`src/rtl/io_bus_bridge.sv`:
```
// io_bus_bridge: decodes CPU bus accesses into RAM or I/O, buffers UART TX/RX bytes in two
// FIFOs, drives the program-stop flag and the io_buffer_full back-pressure signal.
// Optional feature: define IO_CYCLE_COUNTER_EN to build the 32-bit cycle counter served at
// 0x30004..0x30007; without it those addresses read as 0x00.
module io_bus_bridge #(
    parameter int unsigned TX_DEPTH_BIT = 4,
    parameter int unsigned RX_DEPTH_BIT = 4
) (
    input  logic        clk_in,
    input  logic        rst_in,
    input  logic        rdy_in,
    input  logic [31:0] cpu_a,
    input  logic [7:0]  cpu_dout,
    input  logic        cpu_wr,
    output logic [7:0]  cpu_din,
    output logic        io_buffer_full,
    output logic        ram_en,
    input  logic [7:0]  ram_dout,
    output logic [7:0]  tx_data,
    output logic        tx_valid,
    input  logic        tx_ready,
    input  logic [7:0]  rx_data,
    input  logic        rx_valid,
    output logic        rx_ready,
    output logic        program_stop
);

    localparam int unsigned TX_DEPTH   = 2 ** TX_DEPTH_BIT;
    localparam int unsigned RX_DEPTH   = 2 ** RX_DEPTH_BIT;
    localparam int unsigned TX_MARK_I  = TX_DEPTH - 2;
    localparam logic [TX_DEPTH_BIT:0]   TX_FULL_CNT = TX_DEPTH[TX_DEPTH_BIT:0];
    localparam logic [TX_DEPTH_BIT:0]   TX_MARK     = TX_MARK_I[TX_DEPTH_BIT:0];
    localparam logic [RX_DEPTH_BIT:0]   RX_FULL_CNT = RX_DEPTH[RX_DEPTH_BIT:0];
    localparam logic [TX_DEPTH_BIT-1:0] TX_PTR_ONE  = 1;
    localparam logic [RX_DEPTH_BIT-1:0] RX_PTR_ONE  = 1;

    localparam logic [17:0] ADDR_UART = 18'h30000;
    localparam logic [17:0] ADDR_CNT  = 18'h30004;

    // Address bits above 17 are not decoded.
    logic unused_addr_hi;
    assign unused_addr_hi = ^cpu_a[31:18];

    logic                    io_sel;
    logic                    wr_uart;
    logic                    wr_stop;
    logic                    rd_uart;
    logic                    tx_push;
    logic                    tx_pop;
    logic [7:0]              tx_wdata;
    logic                    rx_push;
    logic                    rx_pop;
    logic [7:0]              io_rdata_d;

    logic [TX_DEPTH_BIT-1:0] tx_head_q;
    logic [TX_DEPTH_BIT-1:0] tx_tail_q;
    logic [TX_DEPTH_BIT:0]   tx_count_q;
    logic [7:0]              tx_mem [TX_DEPTH];

    logic [RX_DEPTH_BIT-1:0] rx_head_q;
    logic [RX_DEPTH_BIT-1:0] rx_tail_q;
    logic [RX_DEPTH_BIT:0]   rx_count_q;
    logic [7:0]              rx_mem [RX_DEPTH];

    logic                    io_sel_q;
    logic [7:0]              io_rdata_q;
    logic                    program_stop_q;

`ifdef IO_CYCLE_COUNTER_EN
    logic                    rd_cnt;
    logic [31:0]             cycle_cnt_q;
    logic [23:0]             cnt_snap_q;
`endif

    // Bus decode and FIFO handshake qualifiers.
    always_comb begin
        io_sel   = (cpu_a[17:16] == 2'b11);
        wr_uart  = rdy_in && io_sel && cpu_wr && (cpu_a[17:0] == ADDR_UART) &&
                   !program_stop_q && (cpu_dout != 8'h00);
        wr_stop  = rdy_in && io_sel && cpu_wr && (cpu_a[17:0] == ADDR_CNT) && !program_stop_q;
        rd_uart  = rdy_in && io_sel && !cpu_wr && (cpu_a[17:0] == ADDR_UART);
        // A push into a full TX FIFO is dropped even if a pop happens in the same cycle.
        tx_push  = (wr_uart || wr_stop) && (tx_count_q != TX_FULL_CNT);
        tx_wdata = wr_stop ? 8'h00 : cpu_dout;
        tx_pop   = tx_valid && tx_ready;
        rx_push  = rx_valid && rx_ready;
        rx_pop   = rd_uart && (rx_count_q != '0);
    end

    assign ram_en         = !io_sel;
    assign tx_valid       = rst_in && (tx_count_q != '0);
    assign tx_data        = tx_mem[tx_head_q];
    assign rx_ready       = rst_in && (rx_count_q != RX_FULL_CNT);
    assign io_buffer_full = (tx_count_q >= TX_MARK);
    assign program_stop   = program_stop_q;
    assign cpu_din        = io_sel_q ? io_rdata_q : ram_dout;

    // TX FIFO pointers and occupancy.
    always_ff @(posedge clk_in) begin
        if (!rst_in) begin
            tx_head_q  <= '0;
            tx_tail_q  <= '0;
            tx_count_q <= '0;
        end else begin
            if (tx_push) tx_tail_q <= tx_tail_q + TX_PTR_ONE;
            if (tx_pop)  tx_head_q <= tx_head_q + TX_PTR_ONE;
            tx_count_q <= tx_count_q + {{TX_DEPTH_BIT{1'b0}}, tx_push}
                                     - {{TX_DEPTH_BIT{1'b0}}, tx_pop};
        end
    end

    // TX FIFO storage; contents need no reset because the pointers define validity.
    always_ff @(posedge clk_in) begin
        if (tx_push) tx_mem[tx_tail_q] <= tx_wdata;
    end

    // RX FIFO pointers and occupancy.
    always_ff @(posedge clk_in) begin
        if (!rst_in) begin
            rx_head_q  <= '0;
            rx_tail_q  <= '0;
            rx_count_q <= '0;
        end else begin
            if (rx_push) rx_tail_q <= rx_tail_q + RX_PTR_ONE;
            if (rx_pop)  rx_head_q <= rx_head_q + RX_PTR_ONE;
            rx_count_q <= rx_count_q + {{RX_DEPTH_BIT{1'b0}}, rx_push}
                                     - {{RX_DEPTH_BIT{1'b0}}, rx_pop};
        end
    end

    // RX FIFO storage.
    always_ff @(posedge clk_in) begin
        if (rx_push) rx_mem[rx_tail_q] <= rx_data;
    end

    // I/O read data selection for the current access.
    always_comb begin
        io_rdata_d = 8'h00;
`ifdef IO_CYCLE_COUNTER_EN
        rd_cnt = rdy_in && io_sel && !cpu_wr && (cpu_a[17:2] == ADDR_CNT[17:2]);
`endif
        if (rx_pop) begin
            io_rdata_d = rx_mem[rx_head_q];
        end
`ifdef IO_CYCLE_COUNTER_EN
        else if (rd_cnt) begin
            unique case (cpu_a[1:0])
                2'd0:    io_rdata_d = cycle_cnt_q[7:0];
                2'd1:    io_rdata_d = cnt_snap_q[7:0];
                2'd2:    io_rdata_d = cnt_snap_q[15:8];
                default: io_rdata_d = cnt_snap_q[23:16];
            endcase
        end
`endif
    end

    // Read-mux state and sticky stop flag; frozen while rdy_in is low.
    always_ff @(posedge clk_in) begin
        if (!rst_in) begin
            io_sel_q       <= 1'b1;
            io_rdata_q     <= 8'h00;
            program_stop_q <= 1'b0;
        end else if (rdy_in) begin
            io_sel_q   <= io_sel;
            io_rdata_q <= io_rdata_d;
            if (wr_stop) program_stop_q <= 1'b1;
        end
    end

`ifdef IO_CYCLE_COUNTER_EN
    // Free-running cycle counter; reading the low byte snapshots the upper three bytes so a
    // multi-byte read sees a coherent value.
    always_ff @(posedge clk_in) begin
        if (!rst_in) begin
            cycle_cnt_q <= '0;
            cnt_snap_q  <= '0;
        end else if (rdy_in) begin
            cycle_cnt_q <= cycle_cnt_q + 32'd1;
            if (rd_cnt && (cpu_a[1:0] == 2'd0)) cnt_snap_q <= cycle_cnt_q[31:8];
        end
    end
`endif

endmodule
```
`config.mk`:
```
export PLATFORM = sky130hd
export DESIGN_NAME = io_bus_bridge
export DESIGN_NICKNAME = d
export VERILOG_FILES = /design/src/rtl/io_bus_bridge.sv
export SDC_FILE = /design/constraint.sdc
export NUM_CORES = 1
export LEC_CHECK = 0
export ABC_AREA = 1
export BUFFER_PORTS_ARGS = -buffer_cell sky130_fd_sc_hd__buf_2
export CAP_MARGIN = 30
export CELL_PAD_IN_SITES_DETAIL_PLACEMENT = 0
export CELL_PAD_IN_SITES_GLOBAL_PLACEMENT = 2
export CORE_MARGIN = 4
export CORE_UTILIZATION = 38
export CTS_BUF_LIST = sky130_fd_sc_hd__clkbuf_4 sky130_fd_sc_hd__clkbuf_8
export DETAILED_ROUTE_END_ITERATION = 7
export HOLD_SLACK_MARGIN = 0.02
export PLACE_DENSITY_LB_ADDON = 0.1
export RECOVER_POWER = 50
export SLEW_MARGIN = 30
export SYNTH_ARGS = -nofsm -noshare
export SYNTH_HDL_FRONTEND = slang
export SYNTH_SLANG_ARGS = --single-unit
```
`constraint.sdc`:
```
create_clock -name clk_in -period 2.4 [get_ports clk_in]
set_clock_uncertainty 0.2 [all_clocks]
set_input_delay 0 -clock clk_in [delete_from_list [all_inputs] [get_ports clk_in]]
set_output_delay 0 -clock clk_in [all_outputs]
set_load 0.005 [all_outputs]
```
== After elaboration in Yosys (flattened, before gate mapping) ==
Memories as Yosys holds them, arrays and structs flattened. A register that Yosys moved wholly into a read port is not among the register bits.
Cells that the tools add are included.
Word-level totals
  register bits: 36
  latch bits: 0
  bits in writable memories: 256
  bits in read-only memories: 0
  input bits: 62
  output and inout port bits: 21
  logic and storage cells: 59
  memories kept: 2
Cells by class
  $add $sub $neg: 8
  $mul: 0
  divide/modulo/power cells: 0
  magnitude comparators: 1
  equality and inequality tests: 5
  shifts and indexed selects: 0
  multiplexer cells: 11
  bitwise operators: 0
  reduce and logical (&&, ||, !) cells: 23
Memories
  rx_mem: words 16, width 8, rd ports 1, clocked after memory_dff 1, wr ports 1, RTL line 63  | logic [7:0] rx_mem [RX_DEPTH];
  tx_mem: words 16, width 8, rd ports 1, clocked after memory_dff 1, wr ports 1, RTL line 58  | logic [7:0] tx_mem [TX_DEPTH];
Operators by type and width (number)
  18-bit equality test (second input constant): 2
  8-bit 2-to-1 mux: 3
  4-bit by 1-bit adder with 4-bit output (second input constant): 4
  4-bit 2-to-1 mux: 4
  1-bit logical AND: 15
  5-bit by 1-bit adder with 5-bit output: 2
  5-bit inequality test (second input constant): 2
  5-bit nonzero test: 2
  5-bit by 1-bit subtractor with 5-bit output: 2
  8-bit nonzero test: 1
  5-bit by 4-bit greater-or-equal comparator with 1-bit output (second input constant): 1
  1-bit 2-to-1 mux: 4
  1-bit logical NOT: 3
  2-bit equality test (second input constant): 1
  2-bit AND reduction: 1
  1-bit logical OR: 1

== Logic depth before layout (Yosys ltp) ==
  word-level depth: 10
  gate-level depth with buffers: 15
  mapped depth without buffers: 14

== Worst setup path before layout ==
No wires, ideal clock.
  path type: reg2reg
  from: register rx_count_q[3]
  to: register rx_count_q[4]
  library setup time: 0.125 ns
  arrival time: 2.287 ns
  required time: 2.075 ns
  path slack: -0.212 ns
  cell stages (with the launch flop): 15
  path buffers: 1
  clock period less this slack: 2.612 ns
  cells stage by stage: dfxtp_1 > inv_1 > ha_1 > nand4_1 > nand2_2 > nor2_4 > buf_6 > ha_1 > inv_1 > ha_1 > fa_1 > a21oi_1 > o21ai_0 > o21ai_0 > a21oi_1
Between the ends
  elaborated cells on any way between the ends: 7
  those cells by class: add/sub: 2; eq/ne: 1; reduce/logical: 4
RTL lines
  start: declaration: RTL line 62  | logic [RX_DEPTH_BIT:0] rx_count_q;
  start signal: assignment: RTL line 126  | rx_count_q <= rx_count_q + {{RX_DEPTH_BIT{1'b0}}, rx_push}
  5-bit nonzero test: RTL line 87  | rx_pop = rd_uart && (rx_count_q != '0);
  1-bit logical AND: RTL line 87
  via rx_pop: RTL line 52  | logic rx_pop;
  5-bit by 1-bit subtractor with 5-bit output: RTL line 127  | - {{RX_DEPTH_BIT{1'b0}}, rx_pop};
The timed path passes the listed nets, and every way through them passes these cells.
A chain may end at the register's enable or synchronous reset.

== Worst setup path in the final report ==
  from: register rx_count_q[2]
  to: register rx_count_q[4]
Between the ends
  cells in the longest elaborated chain, start to end: 5
  elaborated cells on any way between the ends: 7
  those cells by class: add/sub: 2; eq/ne: 1; reduce/logical: 4
RTL lines
  5-bit inequality test: RTL line 93  | assign rx_ready = rst_in && (rx_count_q != RX_FULL_CNT);
  1-bit logical AND: RTL line 93
  1-bit logical AND: RTL line 86  | rx_push = rx_valid && rx_ready;
  5-bit by 1-bit adder with 5-bit output: RTL line 126
  5-bit by 1-bit subtractor with 5-bit output (*): RTL line 127
Mark *: on every way between the ends. The rest lies on a longest branch, timed or not.

==> results.md <==
* Register area share after synthesis at roughly two thirds
* Global-route wire length before repair at around 49000 um
* Number of nets in the layout at roughly 1400
* Ratio of cells with drive above 1 in the final layout at between 20% and 30%
* Cell seen most often among critical-path stages: ha_4
* Worst Path Buf+Inv at 2
* CTS tree: done
* IO Count at 83
* Reg power frac at between 40% and 50%
* Power Density at 759.8 nW/um^2
* Final cycle utilization of the critical path at just under 100%
* Area overhead of the layout relative to synthesis at 23.00%
* Max Slew Vio Count at 0
* Switching power of the nets at between 3 and 4 mW
* Antenna viol nets, final at 0
* Number of buffers on the longest clock path at 3
* CP max-delay cell: fa_2
* TritonRoute pass-1 iters at 5
* Worst slack at placement at -0.01712 ns
* Clock network latency to the later pin of the worst-skew pair at 0.57 ns
* Antenna fix cells at 0
* Crit path cell chain: inv_2 > ha_4 > nand4_1 > nand2_2 > nor2_4 > ha_4 > inv_2 > ha_4 > fa_2 > a21oi_2 > o21ai_2 > o21ai_1 > a21oi_1
* Busiest layer in global routing: met2
* Met3 routing resource usage after global routing at 2.776%
* Via count at just under 9000
* H-tree level count at 2
* Filler cell count in the final layout at 3111
* Leakage component of the power at about 5.9 nW
* Number of global-route vias before repair at roughly 9000
* Warning count from the yosys run at 0
* Vias per Instance at ~4.9
* End point of the critical path: rx_count_q[4]
* Number of cell rows at 66
* Final worst hold slack at ~0.094 ns
* Post-synth design cell area at about 13000 um^2
* Finish-stage setup viols at 0
* Synth area leaders: edfxtp_1 (60%), dfxtp_1 (6.9%), nand2_1 (5.9%)
* Fraction of power spent switching nets at approximately a quarter
* Depth of the worst hold-timing path at 3
* Standard cell core area at 32870 um^2
* Total wirelength of the detailed-routed design at between 30000 and 40000 um
* Global placer's final weighted congestion at ~0.77
* Floorplan die height at 191.3 um
* Post-synthesis average cell area at ~11 um^2
* Global routing met1 resource utilization at 26.04%
* Clock buffers created by TritonCTS at 51
* Crit-path max FO at 2
* Most common cell after layout, fill and taps aside: edfxtp_1
* Cells after Synth at approximately 1100
* Pin count of the biggest net entering global routing at 58
* CTS Root Cell: clkbuf_8
* Number of I/O port buffers at 68
* Clock input transition at the sequential cells of the worst setup and hold paths at around 0.050 ns
* Data arrival time at the worst-slack endpoint at approximately 2.5 ns
* Synth Net Count at ~1200
* Number of endpoints with negative hold slack in the final report at 0
* Number of max-capacitance violations reported at 0
* Die width at 191.3 um
* Worst setup path start: rx_count_q[2]
* Reg-to-reg critical path endpoint: rx_count_q[4]
* Slew of the pin with the lowest slew margin at 1.037 ns
* Drt wl/cell at roughly 18 um
* Setup CP Type: reg2reg
* Most used cells in the layout excluding fill and tap cells: edfxtp_1 (256), nand2_1 (202), nand3_1 (146), inv_1 (90), buf_4 (83)
* Run status: completed
* Crit path time final at 2.307 ns
* Die outline area at between 30000 and 40000 um^2
* Count of cell types in the netlist at 34
* Crit path required time at between 2 and 3 ns
* Maximum frequency from static timing analysis at about 430 MHz
* Total chip power at approximately 12 mW
* Critical path startpoint category: flip-flop
* Met2 track demand over resource in global routing at 26.78%
* Reg-to-reg startpoint: rx_count_q[2]
* Setup slack of the critical path after layout at about 0.093 ns
* Unrepaired setup endpoints after global routing: yes
* Post-route DRC at 0
* Worst slew margin relative to its limit at between 30% and 40%
* Path class of the lowest-slack min-delay path: in2out
* Max IR drop VDD at 0.4101 mV
* Most area-hungry cell type in the Yosys netlist: edfxtp_1
* Share of the synthesized area in the top cell type at between 60% and 70%
* Kind of cell with the highest combined delay on the critical path: adder cells
* Clock network fraction of design power at around 37%
* Comb pwr share at 14.5%
* HPWL Detailed at around 20000 um
* Number of DRC markers after the initial detailed-route iteration at between 400 and 500
* Instance count on the critical path at 13
* Antenna violations before repair at 0
* Setup slack on the worst flop-to-flop path at between 0.09 and 0.1 ns
* Initial core utilization at about two fifths
* Worst Setup End Kind: flip-flop
* Global-route usage over all layers at 17.46%
* Worst r2r path cells at 13
* Yosys reg bits at 300
* Clock sink count at 300
* Aggregate global routing overflow at 0
* Stage delay of the slowest cell on the critical path at 0.34 ns
* Internal Power at slightly below 9 mW
worst min path at each step:
| stage | from | endpoint | slack, ns |
|---|---|---|---|
| 3_3_place_gp | rdy_in | io_sel_q | 0.08 |
| 4_1_cts | cpu_a[12] | tx_tail_q[3] | 0.1 |
| 5_1_grt | ram_dout[7] | cpu_din[7] | 0.12 |
| 6_report | ram_dout[1] | cpu_din[1] | 0.09 |
| 3_5_place_dp | rdy_in | io_sel_q | 0.08 |
| 2_1_floorplan | cpu_a[17] | ram_en | -0.15 |
cell type report:
type | instances | area [um^2] | area share (%)
clock buffers | 73 | 885.9 | 5.644
clock inverters | 19 | 96.34 | 0.6138
repair buffers | 203 | 1503 | 9.574
flip-flops and latches | 300 | 8576 | 54.64
inverters | 102 | 382.9 | 2.439
well taps | 442 | 553.0 | 3.523
multi-input cells | 663 | 3700 | 23.57
per-stage QoR:
step	setup TNS, ns	util (%)	cell area [um^2]	std cells
floorplan	-0.007946	-	12800	1116
global placement	-0.008786	42.72	14040	1647
detailed placement	-0.02678	42.73	14040	1647
CTS	0	47.38	15570	1795
global route	-0.1406	47.76	15700	1802
finish	0	47.76	15700	1802
metal layers:
| metal | vias up | wire [um] | share of wire [%] |
|---|---|---|---|
| li1 | 4326 | - | - |
| met1 | 4190 | 15600 | 49 |
| met2 | 216 | 14310 | 45 |
| met3 | 38 | 1659 | 5.2 |
| met4 | 0 | 418 | 1.3 |
| met5 | - | 0 | 0 |
cells by family (layout without fill, tap and decap cells):
group | after synthesis | after routing | share of synthesized area, %
XOR/XNOR | 4 | 4 | 0.2746
buffers and inverters | 153 | 397 | 4.922
AO/OA/AOI/OAI | 155 | 155 | 6.805
flip-flops | 300 | 300 | 67.14
adder cells (fa/ha/maj) | 27 | 27 | 2.765
AND/OR/NAND/NOR | 440 | 440 | 15.11
multiplexers | 37 | 37 | 2.981
power by group through the flow:
| stage | Combinational, mW | Sequential, mW | Clock [mW] |
|---|---|---|---|
| CTS | 1.60 | 5.83 | 4.51 |
| finish | 1.73 | 5.82 | 4.37 |
| global route | 1.95 | 5.83 | 4.74 |
| detailed placement | 1.39 | 5.94 | 0 |
| floorplan | 0.886 | 5.90 | 0 |
| global placement | 1.40 | 5.94 | 0 |
worst reg2reg max path: cells and delay by family (launching register included):
family | cells | cell delay, ns
DFF | 1 | 0.32
and+or+nand+nor | 3 | 0.28
adders and majority gates | 4 | 0.88
AOI/OAI and AO/OA | 4 | 0.40
buffers and inverters | 2 | 0.11
what timing repair did:
item / CTS / global route
pin swaps: 9 / 15
gates resized for setup: 6 / 23
setup endpoints to repair: 7 / 39
hold buffers: 41 / 0
gates cloned: 0 / 1
setup buffers: 15 / 8
hold endpoints to repair: 298 / 0
cells in the mapped netlist:
cell	count
a21oi_1	63
a31oi_1	3
and2_1	1
buf_1	3
buf_2	19
buf_4	2
buf_6	3
clkbuf_1	24
clkinv_1	2
dfxtp_1	44
edfxtp_1	256
fa_1	2
ha_1	25
inv_1	98
inv_2	2
mux2_2	8
mux2i_1	29
nand2_1	202
nand2_2	3
nand3_1	147
nand3_2	2
nand3_4	1
nand4_1	6
nand4_2	1
nor2_1	67
nor2_2	6
nor2_4	2
nor3_1	2
o211ai_1	32
o21a_1	2
o21ai_0	54
o21ai_2	1
xnor2_1	3
xor2_1	1
flip-flops by register name (all words and copies together) (netlist names), named ones only:
name and count:
rx_head_q 4, tx_head_q 4, rx_tail_q 4, io_sel_q 1
tx_mem 128, tx_tail_q 4, rx_count_q 5, tx_count_q 5
program_stop 1, rx_mem 128, io_rdata_q 8
Power figures use the tool's default switching activity.
